===== src/rtl/dmem_arbiter.sv =====
// dmem_arbiter
// Shares the single-port data SRAM between the CPU MEM stage (port 0) and the
// host/debug port (port 1). Arbitration is round-robin. The host may take a
// burst lock that is bounded to MAX_BURST consecutive grants. When a lock ends
// on the burst limit, the CPU is guaranteed the next grant. Read data from the
// SRAM arrives one cycle after the grant and is steered back to the port that
// issued the read.
//
// Ports
//   clk, arst                   clock, asynchronous active-high reset
//   req0/we0/addr0/wdata0       CPU request (held until gnt0)
//   gnt0, rvalid0, rdata0       CPU grant and read return
//   req1/we1/addr1/wdata1/lock1 host request, plus burst-lock request
//   gnt1, rvalid1, rdata1       host grant and read return
//   mem_en/mem_we/mem_addr/mem_wdata/mem_rdata   SRAM port
//   stall_cpu                   CPU is requesting but was not granted
module dmem_arbiter #(
    parameter int ADDR_W    = 10,
    parameter int DATA_W    = 32,
    parameter int MAX_BURST = 8
) (
    input  logic              clk,
    input  logic              arst,
    input  logic              req0,
    input  logic              we0,
    input  logic [ADDR_W-1:0] addr0,
    input  logic [DATA_W-1:0] wdata0,
    output logic              gnt0,
    output logic              rvalid0,
    output logic [DATA_W-1:0] rdata0,
    input  logic              req1,
    input  logic              we1,
    input  logic [ADDR_W-1:0] addr1,
    input  logic [DATA_W-1:0] wdata1,
    input  logic              lock1,
    output logic              gnt1,
    output logic              rvalid1,
    output logic [DATA_W-1:0] rdata1,
    output logic              mem_en,
    output logic              mem_we,
    output logic [ADDR_W-1:0] mem_addr,
    output logic [DATA_W-1:0] mem_wdata,
    input  logic [DATA_W-1:0] mem_rdata,
    output logic              stall_cpu
);

    localparam int CNT_W = $clog2(MAX_BURST + 1);
    localparam logic ST_ARB  = 1'b0;
    localparam logic ST_LOCK = 1'b1;
    localparam logic [CNT_W-1:0] BURST_MAX = CNT_W'(MAX_BURST);

    logic             state, state_n;
    logic             last;
    logic [CNT_W-1:0] burst_cnt, cnt_n, cnt_inc;
    logic             yield, yield_n;
    logic             rd_pend;
    logic             rd_owner;
    logic [DATA_W-1:0] rdata0_hold, rdata1_hold;
    logic             granted;

    // Grant decision. Grants are masked while reset is held so that nothing
    // reaches the SRAM even though the requests themselves are live.
    always_comb begin
        gnt0 = 1'b0;
        gnt1 = 1'b0;
        if (!arst) begin
            if (state == ST_LOCK) begin
                gnt1 = req1;
            end else if (req0 && (yield || !req1 || last)) begin
                // The CPU wins when it is alone, when it is owed a slot after
                // a saturated burst, or when the host had the last grant.
                gnt0 = 1'b1;
            end else if (req1) begin
                gnt1 = 1'b1;
            end
        end
    end

    assign granted   = gnt0 | gnt1;
    assign mem_en    = granted;
    assign mem_we    = gnt1 ? we1    : (gnt0 & we0);
    assign mem_addr  = gnt1 ? addr1  : addr0;
    assign mem_wdata = gnt1 ? wdata1 : wdata0;
    assign stall_cpu = req0 & ~gnt0;

    assign cnt_inc = burst_cnt + CNT_W'(1);

    // Lock and yield bookkeeping
    always_comb begin
        state_n = state;
        cnt_n   = burst_cnt;
        yield_n = (granted || !req0) ? 1'b0 : yield;
        if (state == ST_ARB) begin
            if (gnt1 && lock1) begin
                if (MAX_BURST <= 1) begin
                    // The grant that would open the lock already uses up the
                    // whole burst allowance.
                    yield_n = 1'b1;
                    cnt_n   = '0;
                end else begin
                    state_n = ST_LOCK;
                    cnt_n   = CNT_W'(1);
                end
            end
        end else begin
            if (gnt1 && (cnt_inc == BURST_MAX)) begin
                // The saturation exit takes priority over a lock1 drop in the
                // same cycle, so the CPU still gets its guaranteed slot.
                state_n = ST_ARB;
                cnt_n   = '0;
                yield_n = 1'b1;
            end else if (!lock1) begin
                state_n = ST_ARB;
                cnt_n   = '0;
            end else if (gnt1) begin
                cnt_n = cnt_inc;
            end
        end
    end

    always_ff @(posedge clk or posedge arst) begin
        if (arst) begin
            state       <= ST_ARB;
            last        <= 1'b1;
            burst_cnt   <= '0;
            yield       <= 1'b0;
            rd_pend     <= 1'b0;
            rd_owner    <= 1'b0;
            rdata0_hold <= '0;
            rdata1_hold <= '0;
        end else begin
            state     <= state_n;
            burst_cnt <= cnt_n;
            yield     <= yield_n;
            rd_pend   <= granted & ~mem_we;
            if (granted) begin
                last     <= gnt1;
                rd_owner <= gnt1;
            end
            if (rvalid0) rdata0_hold <= mem_rdata;
            if (rvalid1) rdata1_hold <= mem_rdata;
        end
    end

    // Read return: the SRAM data is passed through in the valid cycle. Each
    // port keeps showing its last returned word afterwards.
    assign rvalid0 = rd_pend & ~rd_owner;
    assign rvalid1 = rd_pend &  rd_owner;
    assign rdata0  = rvalid0 ? mem_rdata : rdata0_hold;
    assign rdata1  = rvalid1 ? mem_rdata : rdata1_hold;

endmodule


===== config.mk =====
export PLATFORM = sky130hd
export DESIGN_NAME = dmem_arbiter
export DESIGN_NICKNAME = d
export VERILOG_FILES = /design/src/rtl/dmem_arbiter.sv
export SDC_FILE = /design/constraint.sdc
export NUM_CORES = 1
export LEC_CHECK = 0
export BUFFER_PORTS_ARGS = -buffer_cell sky130_fd_sc_hd__buf_4
export CAP_MARGIN = 20
export CORE_MARGIN = 3
export CORE_UTILIZATION = 42
export CTS_CLUSTER_SIZE = 8
export DETAILED_ROUTE_END_ITERATION = 10
export PLACE_DENSITY = 0.84
export SLEW_MARGIN = 40
export SYNTH_ARGS = -nofsm -noshare
export SYNTH_HDL_FRONTEND = slang
export SYNTH_SLANG_ARGS = --single-unit

===== constraint.sdc =====
create_clock -name clk -period 2.26 [get_ports clk]
set_input_delay 0.226 -clock clk [delete_from_list [all_inputs] [get_ports clk]]
set_output_delay 0.226 -clock clk [all_outputs]
set_load 0.02 [all_outputs]

==> flow_metrics.py, run 1 <==
metrics = {
    "routing": {
        "wire_per_inst_um": 15.3,
        "via_count": 3243,
        "dr.first_iter.drc_count": 86,
        "drc": 0,
        "ant_nets": 0,
        "drt-total-wl_um": 10400,
        "via_per_inst": 4.79,
        "dr.pass1.iters": 4,
    },
    "synth": {
        "ys_ff_latch": 73,
        "synth_warnings": 0,
        "synthCells": 333,
        "syn_area_per_cell_um2": 10.3,
        "yosysUniqueCellTypes": 29,
        "synth_fp_nets": 458,
        "syn_area_mm2": 0.00345,
        "yosysSeqAreaShare_pct": 53.1,
    },
    "final_layout": {
        "diodes": 0,
        "num-fill-cells": 571,
        "regArea_mm2": 0.00183,
        "multi_input_area_mm2": 0.00151,
        "nets": 695,
        "final_util_pct": 70.6,
        "drive_above_1_share_pct": 57.4,
        "area_growth_syn_to_layout_pct": 60.9,
    },
    "timing": {
        "fin_crit_sh_pct": 93.8,
        "worst_pin_slew_ns": 0.610,
        "finalHoldViolations": 0,
        "max_freq_mhz": 472,
        "finalClockSkew_ns": 0.0122,
        "fin_crit_ns": 2.12,
        "setup_viol": 0,
        "setup_tns_ns": 0,
        "maxSlewViolCount": 0,
        "rsz0062_at_grt": "no",
        "slew_headroom_pct": 59.2,
    },
    "placed_design": {
        "dp_hpwl_um": 8340,
        "gp_congestion": 0.860,
        "port-buffer-count": 235,
    },
    "pwr": {
        "sw_frac_of_total_pct": 35.8,
        "p_seq_share_pct": 34.5,
        "combPwrFrac_pct": 46.8,
        "cell_internal_pwr_uw": 3500,
        "max-vdd-ir-drop_mv": 0.557,
        "p_switching_uw": 1960,
        "leakagePower_uw": 0.00292,
        "p_clk_share_pct": 18.7,
        "powerDensity_mw_per_mm2": 985,
    },
    "clock_tree": {
        "cts_tree": "built",
        "cts_made_buffers": 9,
        "cts-root-buf": "clkbuf_8",
        "cts_htree_levels": 3,
        "cts_num_sinks": 73,
        "hold_buffers": 0,
        "path_clk_slew_ns": 0.07,
        "cts_buffer_depth": 2,
        "clkLatencyLatePin_ns": 0.34,
    },
    "global_route": {
        "grt_max_degree": 46,
        "grt.overflow.total": 0,
        "grt_pass1_wl_um": 15400,
        "grt_pass1_vias": 3222,
        "antenna_found_initial": 0,
        "grt_usage_pct": 21.5,
    },
    "floorplanning": {
        "die_w_um": 96.6,
        "start_util_pct": 43.9,
        "die_y_um": 96.6,
        "num_rows": 32,
        "core_area_mm2": 0.00785,
        "io-pin-count": 236,
        "dieArea_mm2": 0.00933,
    },
    "critical_path": {
        "crit_fanout": 34,
        "critPathLaunch": "yield",
        "ff2ff_path_depth": 3,
        "worstReg2RegStart": "burst_cnt[0]",
        "crit_arrival_ns": 1.89,
        "crit_type": "reg2out",
        "r2r_end": "burst_cnt[3]",
        "start_kind": "register",
        "worstPathRequired_ns": 2.03,
        "endpoint_kind": "output port",
        "ff2ff_setup_slack_ns": 0.63,
    },
    "run_status": {
        "run_status": "completed",
    },
    "flow_run": {
        "maxCapViolations": 0,
    },
    "worst_hold_path": {
        "hold_class": "in2async",
    },
}
kinds of logic after synthesis:
family                   count (synthesis)  share of synthesized area, %
AND/OR/NAND/NOR                        148                          17.0
XOR/XNOR                                 2                         0.508
buffers and inverters                   24                          3.23
adder cells (fa/ha/maj)                  2                         0.726
flip-flops                              73                          53.1
multiplexers                            64                          20.9
AO/OA/AOI/OAI                           20                          4.58
through the flow:
| step | area [um2] | total power (uW) | hold slack [ns] | worst slack, ns | cells |
|---|---|---|---|---|---|
| after floorplan | 3450 | 3310 | 0.315 | 0.530 | 333 |
| after detailed placement | 5340 | 4500 | 0.381 | 0.466 | 661 |
| after global routing | 5540 | 5770 | 0.0299 | 0.00771 | 677 |
| final | 5540 | 5460 | 0.0137 | 0.140 | 677 |
| after CTS | 5540 | 5520 | 0.0159 | 0.0888 | 677 |
| after global placement | 5340 | 4410 | 0.370 | 0.515 | 661 |
area by class of cell:
| class | count | share of cell area (%) |
|---|---|---|
| Clock buffer | 10 | 2.48 |
| Timing Repair Buffer | 243 | 33.2 |
| Clock inverter | 6 | 1.17 |
| Tap cell | 102 | 2.30 |
| Multi-Input combinational cell | 236 | 27.3 |
| Inverter | 7 | 0.542 |
| Sequential cell | 73 | 33.0 |
cells in the final DEF, fill, tap and decap left out, drive strengths merged:
cell type	synthesis	routed
buf	15	243
nand2	133	133
dfrtp	72	72
mux2	64	64
clkbuf	2	10
inv	7	7
nor2	5	5
nor2b	4	4
o21ai	4	4
nand3	3	3
a21oi	3	3
a2bb2oi	3	3
clkinv	0	3
a22o	2	2
clkinvlp	0	2
a21o	2	2
o31ai	2	2
ha	2	2
nand2b	1	1
and2b	1	1
a211oi	1	1
o22ai	1	1
xor2	1	1
o32ai	1	1
a32o	1	1
and2	1	1
xnor2	1	1
bufinv	0	1
dfstp	1	1
Yosys cell counts (all sizes together):
cell | number | share of area, %
nand3 | 3 | 0.44
o21ai | 4 | 0.91
inv | 7 | 0.76
xor2 | 1 | 0.25
a211oi | 1 | 0.36
buf | 15 | 2.3
clkbuf | 2 | 0.22
and2 | 1 | 0.18
nor2 | 5 | 0.54
a21o | 2 | 0.44
and2b | 1 | 0.22
mux2 | 64 | 21
o32ai | 1 | 0.25
a2bb2oi | 3 | 0.76
dfrtp | 72 | 52
o22ai | 1 | 0.18
o31ai | 2 | 0.44
a21oi | 3 | 0.44
nand2b | 1 | 0.40
a32o | 1 | 0.29
ha | 2 | 0.73
dfstp | 1 | 0.76
nand2 | 133 | 14
a22o | 2 | 0.51
xnor2 | 1 | 0.25
nor2b | 4 | 0.73
state kept, by name, indices dropped and copies added (netlist names):
name,cells
rdata1_hold,32
burst_cnt,4
rd_pend,1
rdata0_hold,32
state,1
last,1
yield,1
rd_owner,1
power by group through the flow:
stage / Combinational [uW] / Sequential (uW) / Clock, uW
floorplan: 1450 / 1860 / 0
global placement: 2530 / 1880 / 0
detailed placement: 2580 / 1910 / 0
CTS: 2590 / 1890 / 1050
global route: 2730 / 1930 / 1110
finish: 2560 / 1890 / 1020
critical path, cell delays in order (launching register included):
cell,delay (ns)
dfrtp_1,0.39
nor2_1,0.25
o21ai_4,0.11
inv_2,0.28
buf_12,0.23
nand2_1,0.08
nand2_1,0.07
buf_4,0.14
layer usage:
layer	global-route usage (%)	routed length, um	part of all wire, %	vias up
met3	6.12	899	8.7	5
met2	37.2	5310	51	142
met1	26.3	4060	39	1530
li1	-	-	-	1566
met5	0	0	0	-
met4	5.84	77	0.74	0
what timing repair did:
action | 4_1_cts | 5_1_grt
endpoints found under the setup margin | 0 | 3
buffers inserted | 0 | 0
gates resized for setup | 0 | 1
worst max path at each step:
stage / to
6_report: mem_wdata[21]
5_1_grt: mem_wdata[21]
4_1_cts: mem_addr[3]
3_5_place_dp: mem_addr[3]
3_3_place_gp: mem_addr[3]
2_1_floorplan: yield
No activity file was read; power rests on OpenSTA's default activity.
==> run 2, diff against run 1 <==
- HOLD_SLACK_MARGIN: unset -> 0.03
==> run 2 against run 1 <==
  * Hold slack gained 0.073 ns
  * Sequential power about the same
  * Register-to-register slack about the same
  * Global-route usage about the same
  * Via count up 0.89%
  * Critical endpoint unchanged
  * Largest power group unchanged
==> flow_metrics.py, run 2 (synthesized netlist as in run 1, its figures left out) <==
metrics = {
    "run_status": {
        "run_status": "completed",
    },
    "global_route": {
        "grt_util_met1_pct": 26.3,
        "grt_usage_pct": 21.6,
        "grt.overflow.total": 0,
        "antenna_found_initial": 0,
        "use_met2_pct": 37.4,
        "grt_pass1_wl_um": 15400,
        "grt_pass1_vias": 3228,
        "top_usage_layer": "met2",
        "use_met3_pct": 6.12,
        "grt_max_degree": 46,
    },
    "floorplanning": {
        "io-pin-count": 236,
        "die_y_um": 96.6,
        "die_w_um": 96.6,
        "core_area_mm2": 0.00785,
        "dieArea_mm2": 0.00933,
        "start_util_pct": 43.9,
        "num_rows": 32,
    },
    "final_layout": {
        "final_common_cell": "buf_4",
        "mostFrequentLayoutCells": "buf_4 (241), nand2_1 (133), dfrtp_1 (72)",
        "largestRegisters": "rdata0_hold: 32 flops, rdata1_hold: 32 flops, burst_cnt: 4 flops",
        "diodes": 0,
        "final_cell_area_mm2": 0.00555,
        "num-fill-cells": 570,
        "area_growth_syn_to_layout_pct": 61.1,
        "nets": 696,
        "drive_above_1_share_pct": 57.3,
    },
    "clock_tree": {
        "cts_tree": "built",
        "cts-root-buf": "clkbuf_8",
        "cts_made_buffers": 9,
        "path_clk_slew_ns": 0.07,
        "post-cts-setup-buffers": 0,
        "cts_num_sinks": 73,
        "clkLatencyLatePin_ns": 0.34,
        "cts_htree_levels": 3,
        "cts_buffer_depth": 2,
    },
    "critical_path": {
        "slowest_stage": "dfrtp_1",
        "path_buf_inv": 3,
        "crit_type": "reg2out",
        "endpoint_kind": "output port",
        "slowest_delay_ns": 0.38,
        "worstPathRequired_ns": 2.03,
        "cpMostUsedCell": "nand2_1",
        "crit_arrival_ns": 1.90,
        "crit_chain": "nor2_1 > o21ai_4 > inv_2 > buf_12 > nand2_1 > nand2_1 > buf_4",
        "path_delay_family": "buffers and inverters",
        "crit_fanout": 34,
        "start_kind": "register",
    },
    "placed_design": {
        "place_area_mm2": 0.00534,
        "dp_hpwl_um": 8340,
        "gp_congestion": 0.860,
        "port-buffer-count": 235,
    },
    "routing": {
        "wire_per_inst_um": 15.3,
        "drc": 0,
        "dr.pass1.iters": 4,
        "via_per_inst": 4.83,
        "via_count": 3272,
        "dr.first_iter.drc_count": 79,
        "drt-total-wl_um": 10400,
        "ant_nets": 0,
    },
    "pwr": {
        "cell_internal_pwr_uw": 3500,
        "max-vdd-ir-drop_mv": 0.557,
        "p_clk_share_pct": 18.7,
        "leakagePower_uw": 0.00292,
        "sw_frac_of_total_pct": 35.8,
        "combPwrFrac_pct": 46.8,
        "p_switching_uw": 1960,
        "powerDensity_mw_per_mm2": 983,
        "p_seq_share_pct": 34.5,
    },
    "timing": {
        "finalHoldViolations": 0,
        "max_freq_mhz": 471,
        "fin_crit_sh_pct": 93.9,
        "maxSlewViolCount": 0,
        "setup_tns_ns": 0,
        "hold_slack_ns": 0.0870,
        "setup_viol": 0,
        "slew_headroom_pct": 59.2,
        "finalClockSkew_ns": 0.0126,
        "fin_crit_ns": 2.12,
        "rsz0062_at_grt": "no",
        "worst_pin_slew_ns": 0.610,
    },
    "worst_hold_path": {
        "hold_class": "in2reg",
    },
    "flow_run": {
        "maxCapViolations": 0,
    },
}
run 2: what timing repair did:
| action | CTS | global route |
|---|---|---|
| gates resized for setup | 0 | 1 |
| endpoints found under the hold margin | 28 | 0 |
| setup endpoints to repair | 0 | 3 |
| hold buffers | 1 | 0 |
run 2: through the flow:
step / power, uW / instances / worst slack, ns / utilization, %
global placement: 4410 / 661 / 0.515 / 68.0
global route: 5780 / 678 / 0.00771 / 70.8
detailed placement: 4500 / 661 / 0.466 / 68.0
floorplan: 3310 / 333 / 0.530 / -
CTS: 5520 / 678 / 0.0888 / 70.7
finish: 5460 / 678 / 0.139 / 70.8
run 2: cell type report:
class / count / area, um2 / share of cell area, %
inverter: 7 / 30.0 / 0.541
clock inverter: 6 / 65.1 / 1.17
sequential: 73 / 1830 / 32.9
multi-input combinational: 236 / 1510 / 27.3
timing repair buffer: 244 / 1850 / 33.3
clock buffer: 10 / 138 / 2.48
tap: 102 / 128 / 2.30
run 2: final timing paths:
check,slack [ns],cells after the start,to,startpoint
worst max-delay path,0.14,7,mem_wdata[21],yield
worst min-delay path,0.09,2,rd_pend,we0
worst max register to register,0.62,3,burst_cnt[3],burst_cnt[0]
worst min register to register,0.50,1,rdata1_hold[5],rdata1_hold[5]
max in group asynchronous,1.22,4,rdata1_hold[29],arst
min in group asynchronous,0.61,4,burst_cnt[1],arst
run 2: per-layer routing:
| layer | routed length, um | up-vias |
|---|---|---|
| li1 | - | 1569 |
| met2 | 5330 | 152 |
| met5 | 0 | - |
| met1 | 4020 | 1546 |
| met4 | 77 | 0 |
| met3 | 953 | 5 |
run 2: power by group through the flow:
stage,registers [uW],logic (uW),clock network (uW)
after floorplan,1860,1450,0
after global placement,1880,2530,0
after detailed placement,1910,2580,0
after CTS,1890,2590,1050
after global routing,1930,2740,1110
final,1890,2560,1020
==> run 3, diff against run 2 <==
- SETUP_SLACK_MARGIN: unset -> 0.3
==> run 3 against run 2 <==
  * Global-route usage rose by 0.91 points
  * Die area did not move
  * Non-clock buffer count rose by 13
  * Critical endpoint is now mem_addr[9]
  * Largest power group unchanged
  * Worst setup slack improved by 0.13 ns
  * Final cell count rose by 1.9%
  * Via count rose by 4.6%
  * Critical path depth rose by 1
  * Combinational power rose by 6%
  * Wire length rose by 15%
==> flow_metrics.py, run 3 (synthesized netlist as in run 1, its figures left out) <==
metrics = {
    "critical_path": {
        "critPathCapture": "mem_addr[9]",
        "crit_type": "reg2out",
        "crit_fanout": 9,
        "start_kind": "register",
        "worstPathRequired_ns": 2.03,
        "ff2ff_path_depth": 3,
        "r2r_end": "burst_cnt[3]",
        "crit_arrival_ns": 1.76,
        "critPathLaunch": "last",
        "worstReg2RegStart": "burst_cnt[0]",
        "ff2ff_setup_slack_ns": 0.62,
        "endpoint_kind": "output port",
    },
    "pwr": {
        "powerDensity_mw_per_mm2": 935,
        "max-vdd-ir-drop_mv": 0.564,
        "finalPower_uw": 5640,
        "leakagePower_uw": 0.00310,
    },
    "timing": {
        "fin_crit_sh_pct": 88.0,
        "finalClockSkew_ns": 0.0121,
        "worst_pin_slew_ns": 0.609,
        "setup_viol": 0,
        "finalHoldViolations": 0,
        "fin_crit_ns": 1.99,
        "maxSlewViolCount": 0,
        "max_freq_mhz": 503,
        "rsz0062_at_grt": "yes",
        "slew_headroom_pct": 59.3,
        "hold_slack_ns": 0.0878,
        "setup_tns_ns": 0,
    },
    "clock_tree": {
        "cts_made_buffers": 9,
        "cts_htree_levels": 3,
        "cts_tree": "built",
        "cts-root-buf": "clkbuf_8",
        "cts_num_sinks": 73,
        "cts_buffer_depth": 2,
        "path_clk_slew_ns": 0.07,
        "clkLatencyLatePin_ns": 0.34,
    },
    "final_layout": {
        "final_util_pct": 76.8,
        "fin_cells": 691,
        "final_common_cell": "buf_4",
        "mostFrequentLayoutCells": "buf_4 (206), nand2_1 (109), dfrtp_1 (71)",
        "num-fill-cells": 498,
        "diodes": 0,
        "area_growth_syn_to_layout_pct": 74.9,
        "nets": 709,
        "drive_above_1_share_pct": 62.6,
        "largestRegisters": "rdata0_hold: 32 flops, rdata1_hold: 32 flops, burst_cnt: 4 flops",
    },
    "routing": {
        "via_count": 3422,
        "ant_nets": 0,
        "wire_per_inst_um": 17.2,
        "drt-total-wl_um": 11900,
        "via_per_inst": 4.95,
        "drc": 0,
        "dr.first_iter.drc_count": 115,
        "dr.pass1.iters": 4,
    },
    "global_route": {
        "grt_pass1_vias": 3319,
        "antenna_found_initial": 0,
        "grt.overflow.total": 0,
        "grt_max_degree": 45,
        "grt_usage_pct": 22.5,
        "grt_pass1_wl_um": 16000,
    },
    "run_status": {
        "run_status": "completed",
    },
    "placed_design": {
        "port-buffer-count": 235,
        "gp_congestion": 0.860,
        "place_inst": 661,
        "dp_hpwl_um": 8340,
    },
    "floorplanning": {
        "die_y_um": 96.6,
        "start_util_pct": 43.9,
        "die_w_um": 96.6,
        "num_rows": 32,
        "io-pin-count": 236,
        "dieArea_mm2": 0.00933,
        "core_area_mm2": 0.00785,
    },
    "flow_run": {
        "maxCapViolations": 0,
    },
    "worst_hold_path": {
        "hold_class": "in2reg",
    },
}
[run 3: how the worst min path moves through the flow]
stage	startpoint	end	cells past startpoint
5_1_grt	we0	rd_pend	2
3_3_place_gp	arst	yield	3
2_1_floorplan	we0	rd_pend	1
6_report	we0	rd_pend	2
4_1_cts	we0	rd_pend	2
3_5_place_dp	arst	yield	3
[run 3: final cells by class]
class | instances | area (um2) | area share (%)
tap | 102 | 128 | 2.12
clock buffer | 10 | 138 | 2.28
multi-input combinational | 236 | 1590 | 26.4
inverter | 7 | 37.5 | 0.623
timing repair buffer | 257 | 2240 | 37.2
sequential | 73 | 1830 | 30.3
clock inverter | 6 | 65.1 | 1.08
[run 3: per-stage QoR]
step	setup slack, ns	cell area, um2
finish	0.271	6030
global route	0.211	6030
CTS	0.289	5670
detailed placement	0.466	5340
global placement	0.515	5340
floorplan	0.530	3450
[run 3: per-layer routing]
metal	up-vias	wire length, um	track usage, %
li1	1592	-	-
met1	1660	4540	27.4
met2	161	6270	39.6
met3	9	969	5.89
met4	0	120	5.61
met5	-	0	0
[run 3: repair_timing]
action                     4_1_cts  5_1_grt
pin swaps                        1        8
hold endpoints to repair        28        0
resized for setup                8       74
cloned                           1        5
setup endpoints to repair       64      108
buffers inserted                 6        1
hold buffers                     1        0
[run 3: power breakdown]
group | internal [uW] | total, uW | switching [uW]
registers | 1760 | 1890 | 131
logic | 1310 | 2720 | 1410
clock network | 542 | 1030 | 485
[run 3: worst max-delay path: stages, from the launching register on]
cell,delay (ns)
dfstp_2,0.56
nor2_4,0.06
o21ai_4,0.18
buf_6,0.14
inv_8,0.05
clkbuf_16,0.16
nand2_1,0.08
nand2_1,0.07
buf_6,0.13
